[src/rtl/counter8_down.sv]
// counter8_down: loadable 3-bit down-counter with an active-low seven-segment
// encoder. It counts 7 -> 0, then wraps to 7 or stops, depending on iOneShot.
// oTc pulses for one cycle when the count reaches 0 by counting down.
// An optional prescaler divides the count rate by PRESCALE_DIV.
// Optional feature macro: COUNTER8_DOWN_BLANK_EN. When it is defined, the
// display is blanked while oDone is set.
module counter8_down #(
  parameter int         PRESCALE_DIV = 1,
  parameter logic [2:0] RESET_VAL    = 3'd7
) (
  input  logic       CLK,
  input  logic       rst_n,
  input  logic       iEn,
  input  logic       iLoad,
  input  logic [2:0] iLoadVal,
  input  logic       iOneShot,
  output logic [2:0] oQ,
  output logic [6:0] oDisplay,
  output logic       oTc,
  output logic       oDone
);

  // The prescaler is never narrower than one bit. With PRESCALE_DIV = 1 the
  // prescaler sits at 0 and every enabled cycle is a tick.
  localparam int            PW      = (PRESCALE_DIV > 1) ? $clog2(PRESCALE_DIV) : 1;
  localparam logic [PW-1:0] PS_LAST = PW'(PRESCALE_DIV - 1);

  // Segment patterns are active-low, with bit order {g,f,e,d,c,b,a}.
  function automatic logic [6:0] seg_code(input logic [2:0] v);
    logic [6:0] s;
    case (v)
      3'd0:    s = 7'h40;
      3'd1:    s = 7'h79;
      3'd2:    s = 7'h24;
      3'd3:    s = 7'h30;
      3'd4:    s = 7'h19;
      3'd5:    s = 7'h12;
      3'd6:    s = 7'h02;
      3'd7:    s = 7'h78;
      default: s = 7'h7F;
    endcase
    return s;
  endfunction

  logic [PW-1:0] ps_q, ps_d;
  logic [2:0]    q_q, q_d;
  logic [6:0]    disp_q, disp_d;
  logic          tc_q, tc_d;
  logic          done_q, done_d;
  logic          tick_s;

  // A tick occurs on the enabled cycle in which the prescaler wraps.
  always_comb begin
    tick_s = iEn && (ps_q == PS_LAST);
  end

  // Prescaler: cleared by a load. It wraps on a tick and holds while disabled.
  always_comb begin
    ps_d = ps_q;
    if (iLoad) begin
      ps_d = '0;
    end else if (tick_s) begin
      ps_d = '0;
    end else if (iEn) begin
      ps_d = ps_q + PW'(1);
    end else begin
      ps_d = ps_q;
    end
  end

  // Count/done/tc next state. A load wins over a tick. A set done flag
  // freezes the count at 0 until the next load.
  always_comb begin
    q_d    = q_q;
    done_d = done_q;
    tc_d   = 1'b0;
    if (iLoad) begin
      q_d    = iLoadVal;
      done_d = 1'b0;
    end else if (tick_s) begin
      if (q_q > 3'd1) begin
        q_d = q_q - 3'd1;
      end else if (q_q == 3'd1) begin
        q_d  = 3'd0;
        tc_d = 1'b1;
        if (iOneShot) begin
          done_d = 1'b1;
        end else begin
          done_d = done_q;
        end
      end else if (done_q) begin
        q_d = q_q;
      end else if (iOneShot) begin
        done_d = 1'b1;
      end else begin
        q_d = 3'd7;
      end
    end else begin
      q_d = q_q;
    end
  end

  // The display is encoded from the next count, so it changes on the same
  // edge as oQ.
  always_comb begin
    disp_d = seg_code(q_d);
`ifdef COUNTER8_DOWN_BLANK_EN
    if (done_d) begin
      disp_d = 7'h7F;
    end else begin
      disp_d = seg_code(q_d);
    end
`else
    disp_d = seg_code(q_d);
`endif
  end

  // State registers. The reset is asynchronous.
  always_ff @(posedge CLK or negedge rst_n) begin
    if (!rst_n) begin
      ps_q   <= '0;
      q_q    <= RESET_VAL;
      disp_q <= seg_code(RESET_VAL);
      tc_q   <= 1'b0;
      done_q <= 1'b0;
    end else begin
      ps_q   <= ps_d;
      q_q    <= q_d;
      disp_q <= disp_d;
      tc_q   <= tc_d;
      done_q <= done_d;
    end
  end

  assign oQ       = q_q;
  assign oDisplay = disp_q;
  assign oTc      = tc_q;
  assign oDone    = done_q;

endmodule

[config.mk]
export PLATFORM = sky130hd
export DESIGN_NAME = counter8_down
export DESIGN_NICKNAME = d
export VERILOG_FILES = /design/src/rtl/counter8_down.sv
export SDC_FILE = /design/constraint.sdc
export NUM_CORES = 1
export LEC_CHECK = 0
export BUFFER_PORTS_ARGS = -buffer_cell sky130_fd_sc_hd__buf_2
export CORE_MARGIN = 2
export CORE_UTILIZATION = 45
export DETAILED_ROUTE_END_ITERATION = 16
export GPL_ROUTABILITY_DRIVEN = 0
export MAX_ROUTING_LAYER = met4
export PLACE_DENSITY = 0.7
export RECOVER_POWER = 100
export SLEW_MARGIN = 0
export SYNTH_ARGS = -nofsm -noshare
export SYNTH_HDL_FRONTEND = slang
export SYNTH_SLANG_ARGS = --single-unit
[constraint.sdc]
create_clock -name CLK -period 6 [get_ports CLK]
set_input_delay 1.5 -clock CLK [delete_from_list [all_inputs] [get_ports CLK]]
set_output_delay 1.5 -clock CLK [all_outputs]
set_load 0.02 [all_outputs]
==> reports/qor.txt, run 1 <==
outcome: complete, no violations
Synth top area share: 0.2570
Worst Skew: 0.004035 ns
Synth area leader: dfstp_2
synth top area cells: dfstp_2 (26%), dfrtp_1 (21%), ha_1 (12%)
Post-synth EDFFs: 0
sequential area share after synthesis: 0.4668
setup violators final: 0
area delta synth->final: 13.46%
io pins: 20
gr ovfl total: 0
DIE AREA: 0.001925 sq mm
Worst Setup Start Kind: input pin
Worst path max stage delay: 0.50 ns
clock-pin slew on the worst setup and hold paths: 0.08 ns
Slew @ Worst Pin: 0.8459 ns
die width: 43.88 um
pin count of the biggest net entering global routing: 14
crit path capture type: register
chip height: 43.88 um
non-filler instance count after layout: 99
final period utilization: 0.5481
Synth Register Bits: 13
Commonest cells post-synth: inv_1 (9), dfstp_2 (7), ha_1 (7), dfrtp_1 (6)
Setup CP Type: in -> reg
Post-CTS Setup Repair Bufs: 0
Tmin final: 3.288 ns
count of pins over their slew limit: 0
Pleak: 0.3840 nW
CTS tree: yes
ys flop type: dfstp_2
total of max-cap violations: 0
Power Total: 0.2345 mW
Post-CTS Resized: 0
Hold Buf Count CTS: 0
drt wl/cell: 13.18 um
f_max: 304.1 MHz
initial antenna violation count: 0
synthesized net count: 76
NumNets Final: 99
clk buf depth: 2
dpl hpwl: 1011 um
Initial Util: 0.4751
floorplan row count: 14
Max transition margin: 0.4361
TNS Setup: 0 ns
CP max stage cell: or4_1
HP Class: reg -> reg
CTS Root Cell: clkbuf_4
clk_lat worst skew: 0.27 ns
final hold viol count: 0
critical path fanouts, max: 5
DRC violations left: 0
Core Box Area: 0.001506 sq mm
CP cell instances: clkbuf_1 > or4_1 > o311ai_0 > o21ai_0 > inv_1 > ha_1 > mux2_1
1st-pass router iterations: 4
Worst EP arrival: 3.49 ns
YS warnings: 0
Ant. Diodes: 0
Gate Count Post-Synth: 61
CTS H-tree lvls: 1
Power Density: 288.8 mW/mm^2
TritonCTS buffer count: 3
count leader, synth: inv_1
number of DRC markers in iteration 0: 4
Total Wirelength: 1305 um
worst path required time: 6.20 ns
RSZ-0062 raised after global routing: false
clk sink count: 13
layout cells sized above 1: 0.1928
Synth async-reset ratio: 1.000
post-placement cell count: 95
wire length of the first global-routing pass: 2139 um
post-route ant nets: 0
GRT Resource Usage Total: 0.1601
Port-buffer cells: 19
vias in the first global route: 515
DR vias: 532
syn avg cell area: 11.73 sq um
VDD IR-drop max: 0.1352 mV
Synth cell types: 25
Vias/cell: 5.374
Syn Std Cell Area: 715.7 sq um
## final cells by class
| type | count | area (sq um) |
|---|---|---|
| Clock buffer | 3 | 22.52 |
| Clock inverter | 1 | 5.005 |
| Timing Repair Buffer | 19 | 78.83 |
| Inverter | 9 | 33.78 |
| Sequential cell | 13 | 334.1 |
| Fill cell | 144 | 694.4 |
| Multi-Input combinational cell | 38 | 317.8 |
| Tap cell | 16 | 20.02 |
## worst max-delay path, delay by kind of cell
family                     cells  cell delay [ns]
muxes                          1             0.30
adders and majority gates      1             0.26
buffers and inverters          2             0.27
and+or+nand+nor                1             0.50
AOI/OAI and AO/OA              2             0.66
## flip-flops by register name, indices dropped and copies added, names as in the netlist
register and cells:
oQ 3, ps_q 1, oDisplay 7, oDone 1, oTc 1
## metal layers
layer,vias up,track usage,share of wire
met4,0,0.1152,0.026
met1,251,0.1768,0.41
met5,-,-,0
met2,22,0.2559,0.51
met3,4,0.02917,0.053
li1,255,-,-
## cell usage in the layout, fill, tap and decap left out
| cell type | netlist | routed |
|---|---|---|
| o21ai_0 | 3 | 3 |
| o21bai_1 | 2 | 2 |
| nor4_1 | 1 | 1 |
| and2b_1 | 1 | 1 |
| nor2_1 | 1 | 1 |
| mux2_1 | 0 | 1 |
| o41a_1 | 1 | 1 |
| nor2b_1 | 2 | 2 |
| dfstp_1 | 0 | 3 |
| a2bb2oi_1 | 1 | 1 |
| dfstp_2 | 7 | 4 |
| ha_1 | 7 | 7 |
| a211o_1 | 1 | 1 |
| clkbuf_4 | 0 | 3 |
| inv_1 | 9 | 9 |
| nor3b_1 | 1 | 1 |
| dfrtp_1 | 6 | 6 |
| mux2i_1 | 2 | 2 |
| buf_2 | 0 | 6 |
| nand2_1 | 3 | 3 |
| o311ai_0 | 1 | 1 |
| clkinv_2 | 0 | 1 |
| mux2_4 | 3 | 2 |
| nand4_1 | 1 | 1 |
| or4_1 | 0 | 1 |
| a32oi_1 | 0 | 1 |
| clkbuf_1 | 1 | 13 |
| o31a_1 | 1 | 1 |
| a21oi_1 | 3 | 3 |
| nand2b_1 | 1 | 1 |
## path summary, 6_finish.rpt
| kind | depth (start not counted) | slack [ns] | from | end |
|---|---|---|---|---|
| worst max register to register | 7 | 3.52 | oQ[0] | oDisplay[3] |
| worst min register to register | 2 | 0.55 | oDone | oDone |
| max in group asynchronous | 1 | 4.34 | rst_n | oDone |
| min in group asynchronous | 1 | 1.23 | rst_n | oDisplay[2] |
| worst min-delay path | 2 | 0.55 | oDone | oDone |
| worst max-delay path | 7 | 2.71 | iOneShot | oDisplay[3] |
## metrics by stage
stage / util / hold WS (ns) / setup slack (ns) / area [sq um]
floorplan: - / 0.5281 / 2.863 / 715.7
global placement: 0.5490 / 0.5417 / 2.633 / 827.0
detailed placement: 0.5490 / 0.5470 / 2.521 / 827.0
CTS: 0.5673 / 0.5602 / 2.806 / 854.6
global route: 0.5390 / 0.5904 / 2.614 / 812.0
finish: 0.5390 / 0.5505 / 2.712 / 812.0
## cells by family after synthesis
family / synth area share
buffers and inverters: 0.05244
AND/OR/NAND/NOR: 0.1014
adder cells (fa/ha/maj): 0.1224
multiplexers: 0.09091
flip-flops: 0.4668
AO/OA/AOI/OAI: 0.1661
## power breakdown
| part | switching, mW | internal (mW) | leakage (nW) |
|---|---|---|---|
| registers | 0.00692 | 0.105 | 0.153 |
| clock network | 0.0285 | 0.0247 | 0.0177 |
| logic | 0.0442 | 0.0253 | 0.214 |
Power figures use the tool's default switching activity.
==> run 2: changes to the inputs <==
Clock period 6 ns to 3.3 ns, I/O delays scaled along.
==> run 2 against run 1 <==
  * Register-to-register slack got worse by 2.7 ns
  * Total power rose by 82%
  * First-iteration DRC count rose by 50%
==> reports/qor.txt, run 2 (synthesized netlist as in run 1, its figures left out) <==
Largest delay share family, worst path: compound AO/OA/AOI/OAI gates (unchanged)
Internal: 0.2809 mW (was 0.1549 mW)
R2R Setup Slk: 0.78 ns (was 3.52 ns)
number of DRC markers in iteration 0: 6 (was 4)
Finished Core Util: 0.5382 (was 0.5390)
chip height: 43.88 um (unchanged)
Worst Hold Path EP: oDone (unchanged)
DRC violations left: 0 (unchanged)
Worst Skew: 0.003885 ns (was 0.004035 ns)
HP Class: reg -> reg (unchanged)
Total Wirelength: 1323 um (was 1305 um)
most common cell after layout, fill and taps aside: clkbuf_1 (unchanged)
Power Density: 525.9 mW/mm^2 (was 288.8 mW/mm^2)
HP Start: oDone (unchanged)
Ant. Diodes: 0 (unchanged)
RSZ-0062 raised after global routing: false (unchanged)
CP bufs+invs: 2 (unchanged)
most frequent cells in the layout: clkbuf_1 (14), inv_1 (9), ha_1 (7) (was clkbuf_1 (13), inv_1 (9), ha_1 (7))
Worst EP arrival: 2.88 ns (was 3.49 ns)
Hold Buf Count CTS: 0 (unchanged)
post-placement cell count: 95 (unchanged)
reg2reg start: oQ[1] (was oQ[0])
Clk network pwr share: 0.227 (about the same)
final hold viol count: 0 (unchanged)
NumNets Final: 99 (unchanged)
setup violators final: 0 (unchanged)
wire length of the first global-routing pass: 2139 um (unchanged)
VDD IR-drop max: 0.2460 mV (was 0.1352 mV)
critical path fanouts, max: 5 (unchanged)
CTS Root Cell: clkbuf_4 (unchanged)
Max transition margin: 0.4289 (was 0.4361)
Worst Hold Depth: 2 (unchanged)
worst path required time: 3.50 ns (was 6.20 ns)
final period utilization: 0.8113
die width: 43.88 um (unchanged)
Port-buffer cells: 19 (unchanged)
final instance area: 810.8 sq um (was 812.0 sq um)
CP cell instances: clkbuf_1 > or4_1 > o311ai_0 > o21ai_0 > inv_1 > ha_1 > mux2_1 (unchanged)
pin count of the biggest net entering global routing: 14 (unchanged)
Setup WS post-layout: 0.6226 ns (was 2.712 ns)
combinational power share: 0.296 (about the same)
Setup CP Type: in -> reg (unchanged)
CTS H-tree lvls: 1 (unchanged)
CP max stage cell: or4_1 (unchanged)
CTS tree: yes (unchanged)
Worst path max stage delay: 0.50 ns (about the same)
DR vias: 526 (was 532)
drt wl/cell: 13.36 um (was 13.18 um)
1st-pass router iterations: 4 (unchanged)
Slew @ Worst Pin: 0.8567 ns (was 0.8459 ns)
clock-pin slew on the worst setup and hold paths: 0.08 ns (about the same)
dpl hpwl: 1011 um (unchanged)
Power Total: 0.4264 mW (was 0.2345 mW)
gr ovfl total: 0 (unchanged)
WHS: 0.5538 ns (was 0.5505 ns)
outcome: complete, no violations (unchanged)
clk buf depth: 2 (unchanged)
clk_lat worst skew: 0.27 ns (about the same)
crit path capture type: register (unchanged)
initial antenna violation count: 0 (unchanged)
post-route ant nets: 0 (unchanged)
Post-CTS Resized: 0 (unchanged)
io pins: 20 (unchanged)
switching power: 0.1455 mW (was 0.07967 mW)
R2R cell count: 6 (was 7)
Core Box Area: 0.001506 sq mm (unchanged)
Worst Setup Start Kind: input pin (unchanged)
Post-CTS Setup Repair Bufs: 0 (unchanged)
GRT Resource Usage Total: 0.1601 (unchanged)
TritonCTS buffer count: 3 (unchanged)
Pleak: 0.3812 nW (was 0.3840 nW)
Vias/cell: 5.313 (was 5.374)
post-place setup slack: 0.4959 ns (was 2.521 ns)
f_max: 373.5 MHz
total of max-cap violations: 0 (unchanged)
DP Area: 827.0 sq um (unchanged)
DIE AREA: 0.001925 sq mm (unchanged)
TNS Setup: 0 ns (unchanged)
vias in the first global route: 515 (unchanged)
Initial Util: 0.4751 (unchanged)
sequential power share: 0.477 (about the same)
Tmin final: 2.677 ns
layout cells sized above 1: 0.1807 (was 0.1928)
area delta synth->final: 13.29% (was 13.46%)
non-filler instance count after layout: 99 (unchanged)
count of pins over their slew limit: 0 (unchanged)
clk sink count: 13 (unchanged)
reg-to-reg endpoint: oDisplay[3] (unchanged)
switch share: 0.3411 (was 0.3397)
Largest register FFs: 7 (unchanged)
floorplan row count: 14 (unchanged)
run 2: cell count changes in the layout (fill, tap and decap cells not counted), sizes merged:
| cell | delta |
|---|---|
| clkbuf | +1 |
| buf | -1 |
run 2: how the worst max path moves through the flow:
stage / from / end / slack (ns) / cells past startpoint
finish: iOneShot / oDisplay[3] / 0.62 / 7
global route: iOneShot / oDisplay[3] / 0.59 / 7
global placement: iOneShot / oDisplay[3] / 0.61 / 7
CTS: iOneShot / oDisplay[3] / 0.78 / 7
detailed placement: iOneShot / oDisplay[3] / 0.50 / 7
floorplan: iOneShot / oDisplay[3] / 0.84 / 6
run 2: layout make-up:
| type | count | area, sq um |
|---|---|---|
| fillers | 145 | 695.7 |
| flip-flops and latches | 13 | 334.1 |
| multi-input cells | 38 | 317.8 |
| repair buffers | 19 | 77.57 |
| inverters | 9 | 33.78 |
| clock buffers | 3 | 22.52 |
| well taps | 16 | 20.02 |
| clock inverters | 1 | 5.005 |
run 2: power groups by stage:
stage	Clock [mW]	Combinational, mW	Sequential (mW)
finish	0.0969	0.126	0.203
global route	0.111	0.139	0.206
CTS	0.102	0.143	0.205
detailed placement	0	0.143	0.208
floorplan	0	0.0688	0.237
global placement	0	0.138	0.207
run 2: worst register-to-register path, delay by kind of cell (launching register included):
kind / cells / cell delay [ns]
AND/OR/NAND/NOR: 1 / 0.57
adder cells (fa/ha/maj): 1 / 0.26
AO/OA/AOI/OAI: 2 / 0.73
multiplexers: 1 / 0.30
flip-flops: 1 / 0.43
buffers and inverters: 1 / 0.18
run 2: layer usage:
metal	track usage	vias to the layer above	routed length [um]
met1	0.1768	252	568
li1	-	256	-
met2	0.2559	16	679
met3	0.02917	2	55
met4	0.1152	0	19
met5	-	-	0
